==> config.mk <==
export PLATFORM = sky130hd
export DESIGN_NAME = fpu_dispatch
export DESIGN_NICKNAME = d
export VERILOG_FILES = /design/src/rtl/fpu_pkg.sv /design/src/rtl/fpu_regfile.sv /design/src/rtl/fpu_dispatch.sv
export SDC_FILE = /design/constraint.sdc
export NUM_CORES = 2
export LEC_CHECK = 0
export BUFFER_PORTS_ARGS = -buffer_cell sky130_fd_sc_hd__buf_4
export CAP_MARGIN = 10
export CELL_PAD_IN_SITES_DETAIL_PLACEMENT = 0
export CELL_PAD_IN_SITES_GLOBAL_PLACEMENT = 1
export CORE_ASPECT_RATIO = 1.75
export CORE_MARGIN = 2
export CORE_UTILIZATION = 45
export CTS_CLUSTER_SIZE = 20
export DETAILED_ROUTE_END_ITERATION = 8
export PLACE_DENSITY = 0.82
export SYNTH_ARGS = -nofsm -noshare
export SYNTH_HDL_FRONTEND = slang
export SYNTH_SLANG_ARGS = --single-unit
==> constraint.sdc <==
create_clock -name clk -period 3.5 [get_ports clk]
set_input_delay 0.175 -clock clk [delete_from_list [all_inputs] [get_ports clk]]
set_output_delay 0.175 -clock clk [all_outputs]
set_load 0.005 [all_outputs]
==> src/rtl/fpu_pkg.sv <==
// Shared RV32F dispatch definitions: opcode/funct constants, error codes,
// FSM state encoding, op-select payload and small decode helpers.
package fpu_pkg;

    localparam int unsigned XLEN      = 32;
    localparam int unsigned FREG_AW   = 5;
    localparam int unsigned NUM_FREGS = 32;

    // RV32F major opcodes and function fields
    localparam logic [6:0] OPC_FLW    = 7'b0000111;
    localparam logic [6:0] OPC_FSW    = 7'b0100111;
    localparam logic [6:0] OPC_OP_FP  = 7'b1010011;
    localparam logic [2:0] F3_WORD    = 3'b010;
    localparam logic [6:0] F7_FADD_S  = 7'b0000000;
    localparam logic [6:0] F7_FMUL_S  = 7'b0001000;
    localparam logic [6:0] F7_FDIV_S  = 7'b0001100;

    // Completion status reported alongside instr_done
    localparam logic [1:0] ERR_OK      = 2'd0;
    localparam logic [1:0] ERR_ILLEGAL = 2'd1;
    localparam logic [1:0] ERR_TIMEOUT = 2'd2;

    typedef enum logic [1:0] {
        ST_IDLE  = 2'd0,
        ST_ISSUE = 2'd1,
        ST_WAIT  = 2'd2,
        ST_RESP  = 2'd3
    } state_e;

    typedef enum logic [2:0] {
        FOP_ILL  = 3'd0,
        FOP_FLW  = 3'd1,
        FOP_FSW  = 3'd2,
        FOP_FADD = 3'd3,
        FOP_FMUL = 3'd4,
        FOP_FDIV = 3'd5
    } fop_e;

    // One-hot op select presented to the FPU
    typedef struct packed {
        logic flw;
        logic fsw;
        logic fadd;
        logic fmul;
        logic fdiv;
    } fpu_sel_t;

    // Classify an instruction word; the rounding-mode field is ignored
    function automatic fop_e decode_op(input logic [XLEN-1:0] iw);
        fop_e op;
        op = FOP_ILL;
        case (iw[6:0])
            OPC_FLW:   if (iw[14:12] == F3_WORD) op = FOP_FLW;
            OPC_FSW:   if (iw[14:12] == F3_WORD) op = FOP_FSW;
            OPC_OP_FP: begin
                case (iw[31:25])
                    F7_FADD_S: op = FOP_FADD;
                    F7_FMUL_S: op = FOP_FMUL;
                    F7_FDIV_S: op = FOP_FDIV;
                    default:   op = FOP_ILL;
                endcase
            end
            default:   op = FOP_ILL;
        endcase
        return op;
    endfunction

    // Sign-extended load/store offset; zero for register-register ops
    function automatic logic [XLEN-1:0] decode_imm(input logic [XLEN-1:0] iw, input fop_e op);
        logic [XLEN-1:0] imm;
        imm = '0;
        if (op == FOP_FLW) imm = {{20{iw[31]}}, iw[31:20]};
        else if (op == FOP_FSW) imm = {{20{iw[31]}}, iw[31:25], iw[11:7]};
        return imm;
    endfunction

    // The attached FPU only completes loads, stores and adds
    function automatic logic op_issuable(input fop_e op);
        return (op == FOP_FLW) || (op == FOP_FSW) || (op == FOP_FADD);
    endfunction

    function automatic fpu_sel_t op_to_sel(input fop_e op);
        fpu_sel_t sel;
        sel      = '0;
        sel.flw  = (op == FOP_FLW);
        sel.fsw  = (op == FOP_FSW);
        sel.fadd = (op == FOP_FADD);
        sel.fmul = (op == FOP_FMUL);
        sel.fdiv = (op == FOP_FDIV);
        return sel;
    endfunction

endpackage

==> src/rtl/fpu_regfile.sv <==
// 32x32 floating-point register file.
// Ports: clk/rst_n; write port (we, waddr, wdata); two read ports captured into
// registers on rd_cap and zeroed on rd_clr (rdata1/rdata2); combinational debug
// read (dbg_addr -> dbg_data_c).
module fpu_regfile
    import fpu_pkg::*;
(
    input  logic               clk,
    input  logic               rst_n,
    input  logic               we,
    input  logic [FREG_AW-1:0] waddr,
    input  logic [XLEN-1:0]    wdata,
    input  logic               rd_cap,
    input  logic               rd_clr,
    input  logic [FREG_AW-1:0] raddr1,
    input  logic [FREG_AW-1:0] raddr2,
    output logic [XLEN-1:0]    rdata1,
    output logic [XLEN-1:0]    rdata2,
    input  logic [FREG_AW-1:0] dbg_addr,
    output logic [XLEN-1:0]    dbg_data_c
);

    logic [XLEN-1:0] regs_q [NUM_FREGS];

    // Storage; f0 is an ordinary writable register
    always_ff @(posedge clk or negedge rst_n) begin
        if (!rst_n) begin
            for (int i = 0; i < int'(NUM_FREGS); i++) regs_q[i] <= '0;
        end else if (we) begin
            regs_q[waddr] <= wdata;
        end
    end

    // Operand capture; clear takes priority so the FPU bus idles at zero
    always_ff @(posedge clk or negedge rst_n) begin
        if (!rst_n) begin
            rdata1 <= '0;
            rdata2 <= '0;
        end else if (rd_clr) begin
            rdata1 <= '0;
            rdata2 <= '0;
        end else if (rd_cap) begin
            rdata1 <= regs_q[raddr1];
            rdata2 <= regs_q[raddr2];
        end
    end

    assign dbg_data_c = regs_q[dbg_addr];

endmodule

==> src/rtl/fpu_dispatch.sv <==
// RV32F dispatcher in front of the FPU execution unit: decodes FLW/FSW/FADD.S
// (FMUL.S/FDIV.S recognised but rejected), reads operands from the FP register
// file, issues one op at a time, waits for completion with a watchdog and
// writes the result back.
// Ports: instr_valid/instr_word/int_rs1_data/instr_ready from the core;
// instr_done/instr_err status back; fpu_enabled strobe, one-hot fpu_instr_*
// select and fpu_reg_rs1/fpu_freg_rs1/fpu_freg_rs2/fpu_imm operands to the FPU;
// fpu_completed/fpu_result from the FPU; dbg_freg_addr/dbg_freg_data debug read.
module fpu_dispatch
    import fpu_pkg::*;
#(
    parameter int unsigned TIMEOUT_CYCLES = 1024,
    parameter int unsigned CNT_W          = 11
) (
    input  logic        clk,
    input  logic        rst_n,
    input  logic        instr_valid,
    input  logic [31:0] instr_word,
    input  logic [31:0] int_rs1_data,
    output logic        instr_ready,
    output logic        instr_done,
    output logic [1:0]  instr_err,
    output logic        fpu_enabled,
    output logic        fpu_instr_flw,
    output logic        fpu_instr_fsw,
    output logic        fpu_instr_fadd,
    output logic        fpu_instr_fdiv,
    output logic        fpu_instr_fmul,
    output logic [31:0] fpu_reg_rs1,
    output logic [31:0] fpu_freg_rs1,
    output logic [31:0] fpu_freg_rs2,
    output logic [31:0] fpu_imm,
    input  logic        fpu_completed,
    input  logic [31:0] fpu_result,
    input  logic [4:0]  dbg_freg_addr,
    output logic [31:0] dbg_freg_data
);

    localparam logic [CNT_W-1:0] CNT_LAST = CNT_W'(TIMEOUT_CYCLES - 1);

    state_e             state_q, state_d;
    logic [CNT_W-1:0]   cnt_q, cnt_d;
    fop_e               op_q, op_d;
    logic [FREG_AW-1:0] rd_q, rd_d;
    fpu_sel_t           sel_q, sel_d;
    logic               ready_d, done_d, enable_d;
    logic [1:0]         err_d;
    logic [XLEN-1:0]    base_d, imm_d;

    fop_e               dec_op_c;
    logic [FREG_AW-1:0] raddr1_c;
    logic               rf_cap_c, rf_clr_c, rf_we_c;

    assign dec_op_c = decode_op(instr_word);
    // FSW store data sits in the rs2 field but travels on fpu_freg_rs1
    assign raddr1_c = (dec_op_c == FOP_FSW) ? instr_word[24:20] : instr_word[19:15];

    fpu_regfile u_regfile (
        .clk        (clk),
        .rst_n      (rst_n),
        .we         (rf_we_c),
        .waddr      (rd_q),
        .wdata      (fpu_result),
        .rd_cap     (rf_cap_c),
        .rd_clr     (rf_clr_c),
        .raddr1     (raddr1_c),
        .raddr2     (instr_word[24:20]),
        .rdata1     (fpu_freg_rs1),
        .rdata2     (fpu_freg_rs2),
        .dbg_addr   (dbg_freg_addr),
        .dbg_data_c (dbg_freg_data)
    );

    // Next state and next registered-output values
    always_comb begin
        state_d  = state_q;
        cnt_d    = cnt_q;
        op_d     = op_q;
        rd_d     = rd_q;
        sel_d    = sel_q;
        ready_d  = instr_ready;
        done_d   = 1'b0;
        err_d    = ERR_OK;
        enable_d = 1'b0;
        base_d   = fpu_reg_rs1;
        imm_d    = fpu_imm;
        rf_cap_c = 1'b0;
        rf_clr_c = 1'b0;
        rf_we_c  = 1'b0;
        case (state_q)
            ST_IDLE: begin
                if (instr_valid) begin
                    op_d    = dec_op_c;
                    rd_d    = instr_word[11:7];
                    ready_d = 1'b0;
                    if (op_issuable(dec_op_c)) begin
                        state_d  = ST_ISSUE;
                        enable_d = 1'b1;
                        sel_d    = op_to_sel(dec_op_c);
                        base_d   = int_rs1_data;
                        imm_d    = decode_imm(instr_word, dec_op_c);
                        rf_cap_c = 1'b1;
                    end else begin
                        state_d = ST_RESP;
                        done_d  = 1'b1;
                        err_d   = ERR_ILLEGAL;
                    end
                end
            end
            ST_ISSUE: begin
                state_d = ST_WAIT;
                cnt_d   = '0;
            end
            ST_WAIT: begin
                // Completion on the expiry cycle still counts as success
                if (fpu_completed || (cnt_q == CNT_LAST)) begin
                    state_d  = ST_RESP;
                    done_d   = 1'b1;
                    err_d    = fpu_completed ? ERR_OK : ERR_TIMEOUT;
                    rf_we_c  = fpu_completed && ((op_q == FOP_FLW) || (op_q == FOP_FADD));
                    sel_d    = '0;
                    base_d   = '0;
                    imm_d    = '0;
                    rf_clr_c = 1'b1;
                end else begin
                    cnt_d = cnt_q + CNT_W'(1);
                end
            end
            ST_RESP: begin
                state_d = ST_IDLE;
                ready_d = 1'b1;
            end
            default: begin
                state_d = ST_IDLE;
                ready_d = 1'b1;
                sel_d   = '0;
                base_d  = '0;
                imm_d   = '0;
            end
        endcase
    end

    // State and output registers
    always_ff @(posedge clk or negedge rst_n) begin
        if (!rst_n) begin
            state_q     <= ST_IDLE;
            cnt_q       <= '0;
            op_q        <= FOP_ILL;
            rd_q        <= '0;
            sel_q       <= '0;
            instr_ready <= 1'b1;
            instr_done  <= 1'b0;
            instr_err   <= ERR_OK;
            fpu_enabled <= 1'b0;
            fpu_reg_rs1 <= '0;
            fpu_imm     <= '0;
        end else begin
            state_q     <= state_d;
            cnt_q       <= cnt_d;
            op_q        <= op_d;
            rd_q        <= rd_d;
            sel_q       <= sel_d;
            instr_ready <= ready_d;
            instr_done  <= done_d;
            instr_err   <= err_d;
            fpu_enabled <= enable_d;
            fpu_reg_rs1 <= base_d;
            fpu_imm     <= imm_d;
        end
    end

    assign fpu_instr_flw  = sel_q.flw;
    assign fpu_instr_fsw  = sel_q.fsw;
    assign fpu_instr_fadd = sel_q.fadd;
    assign fpu_instr_fmul = sel_q.fmul;
    assign fpu_instr_fdiv = sel_q.fdiv;

endmodule

# == Word-level counts from Yosys, hierarchy flattened ==
# Cells that the tools add are included.
# totals
regBits,1183
rom_bits,0
wordCells,154
in_bits,105
mem_count,0
ramBits,0
latch_bits,0
# op_classes
reduce_logical,17
eq_ne,21
mul,0
mux,57
n_addsub,1
shift,0
magnitude_cmp,5
bitwise_logic,4
div_mod_pow,0
# op_table
cell,n
1024-bit bitwise mux,1
32-bit two-way mux,18
32-bit binary-select mux with 5-bit select,3
32-bit demux with 5-bit select,1
32-bit case mux with 2 select lines,2
"6-bit greater-or-equal comparator, second input constant",4
5-bit NOT with 6-bit output,4
11-bit case mux with 2 select lines,1
5-bit two-way mux,4
3-bit case mux with 3 select lines,2
"7-bit by 4-bit equality test with 1-bit output, second input constant",2
1-bit two-way mux,13
"3-bit by 2-bit equality test with 1-bit output, second input constant",4
2-bit two-way mux,6
"11-bit by 1-bit adder with 11-bit output, second input constant",1
"11-bit by 10-bit equality test with 1-bit output, second input constant",1
11-bit two-way mux,1
5-bit case mux with 2 select lines,1
"2-bit != test, second input constant",4
2-bit case mux with 4 select lines,1
2-bit AND reduction,4
2-bit nonzero test,4
"7-bit by 3-bit equality test with 1-bit output, second input constant",1
"7-bit by 6-bit equality test with 1-bit output, second input constant",1
other kinds (13),21

# == Logic depth before layout (Yosys ltp) ==
# logic_depth
word_depth,11
mapped_depth,12
depth_no_buf,8

# == Cells and area by module ==
# A second synthesis with hierarchy kept.
# unflattened
cells_unflattened,4921
hier_area_um2,69060.0
# modules_own_cells
module,seq_area_each_um2,cells_per_inst,area_each_um2,instances
fpu_regfile,27226.1,4578,65345.2,1
fpu_dispatch,1853.0,343,3714.8,1

# == Worst setup path after synthesis ==
# OpenSTA, ideal clock, no wires.
# synth_timing
kind,register to register
from,reg cnt_q[0]
to,reg u_regfile.rdata1[14]
slack_ns,0.844
t_arrival_ns,2.591
path_buffers,2
required_time_ns,3.436
path_stages_with_launch,11
path_cell_list,dfrtp_1 > ha_1 > and4_1 > a41oi_1 > nor2b_1 > buf_2 > nor4b_4 > clkbuf_1 > o2111ai_1 > o211ai_1 > a21o_1
# synth_via
elab_chain_cells,5
word_cells_on_any_way,6
classes_between,1 x eq/ne; 3 x mux; 2 x reduce/logical
# synth_rtl
item,line,rtl
"start, declared",fpu_dispatch.sv:42,"logic [CNT_W-1:0] cnt_q, cnt_d;"
"start signal, assigned",fpu_dispatch.sv:159,cnt_q <= cnt_d;
11-bit by 10-bit equality test with 1-bit output (*),fpu_dispatch.sv:116,if (fpu_completed || (cnt_q == CNT_LAST)) begin
1-bit logical OR (*),fpu_dispatch.sv:116,
1-bit two-way mux (*),fpu_dispatch.sv:116,
1-bit two-way mux (*),fpu_dispatch.sv:90,case (state_q)
32-bit two-way mux or 2-bit nonzero test (tied branches),n/a,
"end signal, assigned",fpu_regfile.sv:43,rdata1 <= regs_q[raddr1];
"end, declared",fpu_regfile.sv:17,"output logic [XLEN-1:0] rdata1,"
# Every way passes the cells marked *; elsewhere a longest branch is shown, timed or not.
# A chain may end at the register's enable or synchronous reset.

# == Final worst setup path ==
# layout_timing
from,in instr_word[5]
to,reg u_regfile.rdata1[27]
# layout_via
elab_chain_cells,10
word_cells_on_any_way,20
classes_between,6 x eq/ne; 10 x mux; 1 x bitwise; 3 x reduce/logical
# layout_rtl
item,line,rtl
"start, declared",fpu_dispatch.sv:18,"input logic [31:0] instr_word,"
7-bit equality test (tied with other cells),fpu_pkg.sv:52,case (iw[6:0])
3-bit case mux with 3 select lines (*),fpu_pkg.sv:52,
3-bit by 2-bit equality test with 1-bit output,"fpu_pkg.sv:79, fpu_dispatch.sv:56",
5-bit two-way mux,fpu_dispatch.sv:56,assign raddr1_c = (dec_op_c == FOP_FSW) ? instr_word[24:20] : instr_word[19:15];
5-bit NOT with 6-bit output (implied by the code),fpu_regfile.sv:43,
32-bit binary-select mux with 5-bit select,fpu_regfile.sv:43,
32-bit two-way mux (implied by the code) (2 in series),fpu_regfile.sv:43,
32-bit two-way mux,fpu_regfile.sv:42,end else if (rd_cap) begin
32-bit two-way mux,fpu_regfile.sv:39,end else if (rd_clr) begin
# Every way passes the cells marked *; elsewhere a longest branch is shown, timed or not. The select of a mux whose other input is x is not followed.

==> impl_metrics.env <==
export IMPL_boundaryPins=275
export IMPL_path_max_fanout=16
export IMPL_hold_path_class="input pin to flip-flop"
export IMPL_worstPathArrival_ns=3.75
export IMPL_crit_path_start_kind="input pin"
export IMPL_power_density_nw_per_um2=388
export IMPL_grt_max_degree=147
export IMPL_synth_top_cell_by_area="dfrtp_1"
export IMPL_ys_types=74
export IMPL_place_congestion=0.901
export IMPL_rr_startpoint="cnt_q[0]$_DFFE_PN0P_"
export IMPL_post_route_util_pct=51.9
export IMPL_grt_pass1_vias=56800
export IMPL_fmax_ghz=0.321
export IMPL_min_from="instr_word[13]"
export IMPL_multi_input_area_um2=39600
export IMPL_firstDrtPassIters=7
export IMPL_syn_inst=5478
export IMPL_clk_pin_slew_worst_paths_ns=0.07
export IMPL_worst_path_max_delay_cell="mux2_2"
export IMPL_synth_seq_area_share_pct=41.0
export IMPL_routed_wl_um=277000
export IMPL_grt_overflow=0
export IMPL_wire_per_inst_um=35.9
export IMPL_tritoncts="yes"
export IMPL_crit_family="buffers and inverters"
export IMPL_synth_top_area_share_pct=41.0
export IMPL_slew_viol_final=0
export IMPL_synthMostInstantiatedCell="dfrtp_1"
export IMPL_die_height_um=529
export IMPL_synth_edff_count=0
export IMPL_period_share_pct=88.9
export IMPL_startpoint="instr_word[5]"
export IMPL_critPathMaxStageDelay_ns=0.96
export IMPL_vias_per_cell=7.31
export IMPL_ys_async_sr_fraction_pct=100
export IMPL_cts_root_buf="clkbuf_16"
export IMPL_cts_made_buffers=108
export IMPL_n_fill_cell=13100
export IMPL_synthesis_area_um2=70900
export IMPL_h_tree_depth=3
export IMPL_crit_chain="dlygate4sd3_1 > buf_4 > nand4b_4 > nor3_4 > buf_4 > mux2_2 > a32oi_1 > o2111ai_1 > o211ai_1 > a21o_1"
export IMPL_die_w_um=304
export IMPL_numClockSinks=1162
export IMPL_cts_hold_buf=90
export IMPL_synth_nets=5587
export IMPL_yosysWarnings=0
export IMPL_coreArea_um2=156000
export IMPL_crit_path_end_kind="flip-flop"
export IMPL_worst_pin_slew_ns=1.14
export IMPL_crit_top_cell="buf_4"
export IMPL_drc=0
export IMPL_rsz0062_at_grt="no"
export IMPL_hpwl_um=167000
export IMPL_start_util_pct=45.3
export IMPL_drt_iter0_drc=7804
export IMPL_critPathBufInv=3
export IMPL_relSlewSlack_pct=24.2
export IMPL_p_leak_nw=35.9
export IMPL_post_cts_resized=0
export IMPL_status="finished clean"
export IMPL_port_buffers=274
export IMPL_vias=56200
export IMPL_worst_skew_pair_late_latency_ns=0.74
export IMPL_track_usage_pct=34.0
export IMPL_die_area_um2=161000
export IMPL_maxCapViolCount=0
export IMPL_clockBufferDepth=3
export IMPL_crit_required_ns=4.13
export IMPL_fin_tns_setup_ns=0
export IMPL_setup_viol=0
export IMPL_synth_seq_cells=1162
export IMPL_skew_ns=0.0452
export IMPL_drive_gt1_share_pct=44.8
export IMPL_grt_pass1_wl_um=400000
export IMPL_nets=5661
export IMPL_post_cts_buffers=0
export IMPL_placementRows=192
export IMPL_finalCriticalPeriod_ns=3.11
export IMPL_antenna_found_initial=9
export IMPL_synthTopCellsByArea="dfrtp_1 41%, mux4_2 20%, mux2_2 18%"
export IMPL_area_growth_pct=14.4
export IMPL_netlist_top_cells_count="1,161 x dfrtp_1, 1,106 x mux2_2, 640 x mux4_2"
export IMPL_avgSynthCellArea_um2=12.9
export IMPL_criticalPathCategory="input pin to flip-flop"
export IMPL_seq_area_um2=29100
export IMPL_irDropWorstVdd_mv=0.379
export IMPL_antenna_left=0
export IMPL_hold_viol_final=0
export IMPL_ys_flop_type="dfrtp_1"
## per-stage QoR
| step | setup slack [ns] | hold WS, ns | power, W | instance area (um2) | instances |
|---|---|---|---|---|---|
| 4_1_cts | 0.491 | 0.0122 | 0.0315 | 81100 | 7679 |
| 3_3_place_gp | 0.278 | 0.142 | 0.0182 | 76300 | 7389 |
| 2_1_floorplan | 0.844 | -0.121 | 0.0163 | 70900 | 5478 |
| 3_5_place_dp | 0.202 | 0.144 | 0.0183 | 76300 | 7389 |
| 6_report | 0.387 | 0.0313 | 0.0315 | 81100 | 7692 |
| 5_1_grt | 0.332 | 0.0883 | 0.0324 | 81100 | 7683 |
## report_power, final
group	total, W	internal [W]	switching [W]
clock	0.0132	0.00756	0.00568
sequential	0.0139	0.0137	0.000239
combinational	0.00436	0.00148	0.00288
## routing by layer
layer	up-vias	track usage, %	wire (um)
li1	21500	-	-
met1	29000	40.7	93400
met2	4388	52.5	126000
met3	1325	9.14	32200
met4	6	26.0	25200
met5	-	0	37
## cells in the final DEF (no fill, tap or decap), types with 84 or more instances in the layout
cell type      count
a211oi_1         128
a32oi_1          128
buf_12            84
buf_4            436
clkbuf_16        111
dfrtp_1         1161
dlygate4sd3_1     89
mux2_2          1105
mux2i_1           97
mux4_2           640
nand2_1          294
nand2b_1         100
nand3_1          196
nor2_1            84
o21ai_0          195
## logic make-up after synthesis
group                      share of synthesized area, %
adders and majority gates                        0.0706
muxes                                              39.6
AOI/OAI and AO/OA                                  9.37
buffers and inverters                              3.74
xor gates and xnor gates                         0.0741
DFF                                                41.0
and+or+nand+nor                                    6.09
## state kept, by name, summed over array words and instances, names as in the netlist
register / cells
fpu_reg_rs1: 32
op_q: 2
fpu_imm: 12
fpu_instr_fadd: 1
fpu_enabled: 1
u_regfile.rdata1: 32
fpu_instr_fsw: 1
u_regfile.regs_q: 1024
state_q: 2
fpu_instr_flw: 1
u_regfile.rdata2: 32
instr_err: 2
fpu_instr_fdiv: 1
fpu_instr_fmul: 1
cnt_q: 11
instr_done: 1
rd_q: 5
instr_ready: 1
## tightest hold or removal path, stage by stage
cell	delay (ns)
buf_4	0.13
nand4bb_4	0.11
nor3_4	0.08
a22oi_1	0.15
o31ai_1	0.08
## area by class of cell
cell class                      count  share of cell area [%]
Tap cell                         2037                    3.14
Clock inverter                     55                   0.987
Sequential cell                  1162                    35.9
Multi-Input combinational cell   3655                    48.8
Clock buffer                      145                    3.82
Inverter                           10                  0.0463
Antenna cell                       13                  0.0401
Timing Repair Buffer              615                    7.31
## final timing paths
path	cells after the start	endpoint	slack (ns)
max reg2reg	10	u_regfile.rdata1[8]$_DFFE_PN0P_	0.54
max in group asynchronous	4	u_regfile.regs_q[742]$_DFFE_PN0P_	1.79
min	5	fpu_imm[1]$_DFFE_PN0P_	0.03
max	10	u_regfile.rdata1[27]$_DFFE_PN0P_	0.39
min in group asynchronous	3	u_regfile.regs_q[916]$_DFFE_PN0P_	0.52
min reg2reg	2	fpu_reg_rs1[1]$_DFFE_PN0P_	0.48
Note: power is estimated with default switching activity, not from simulation.
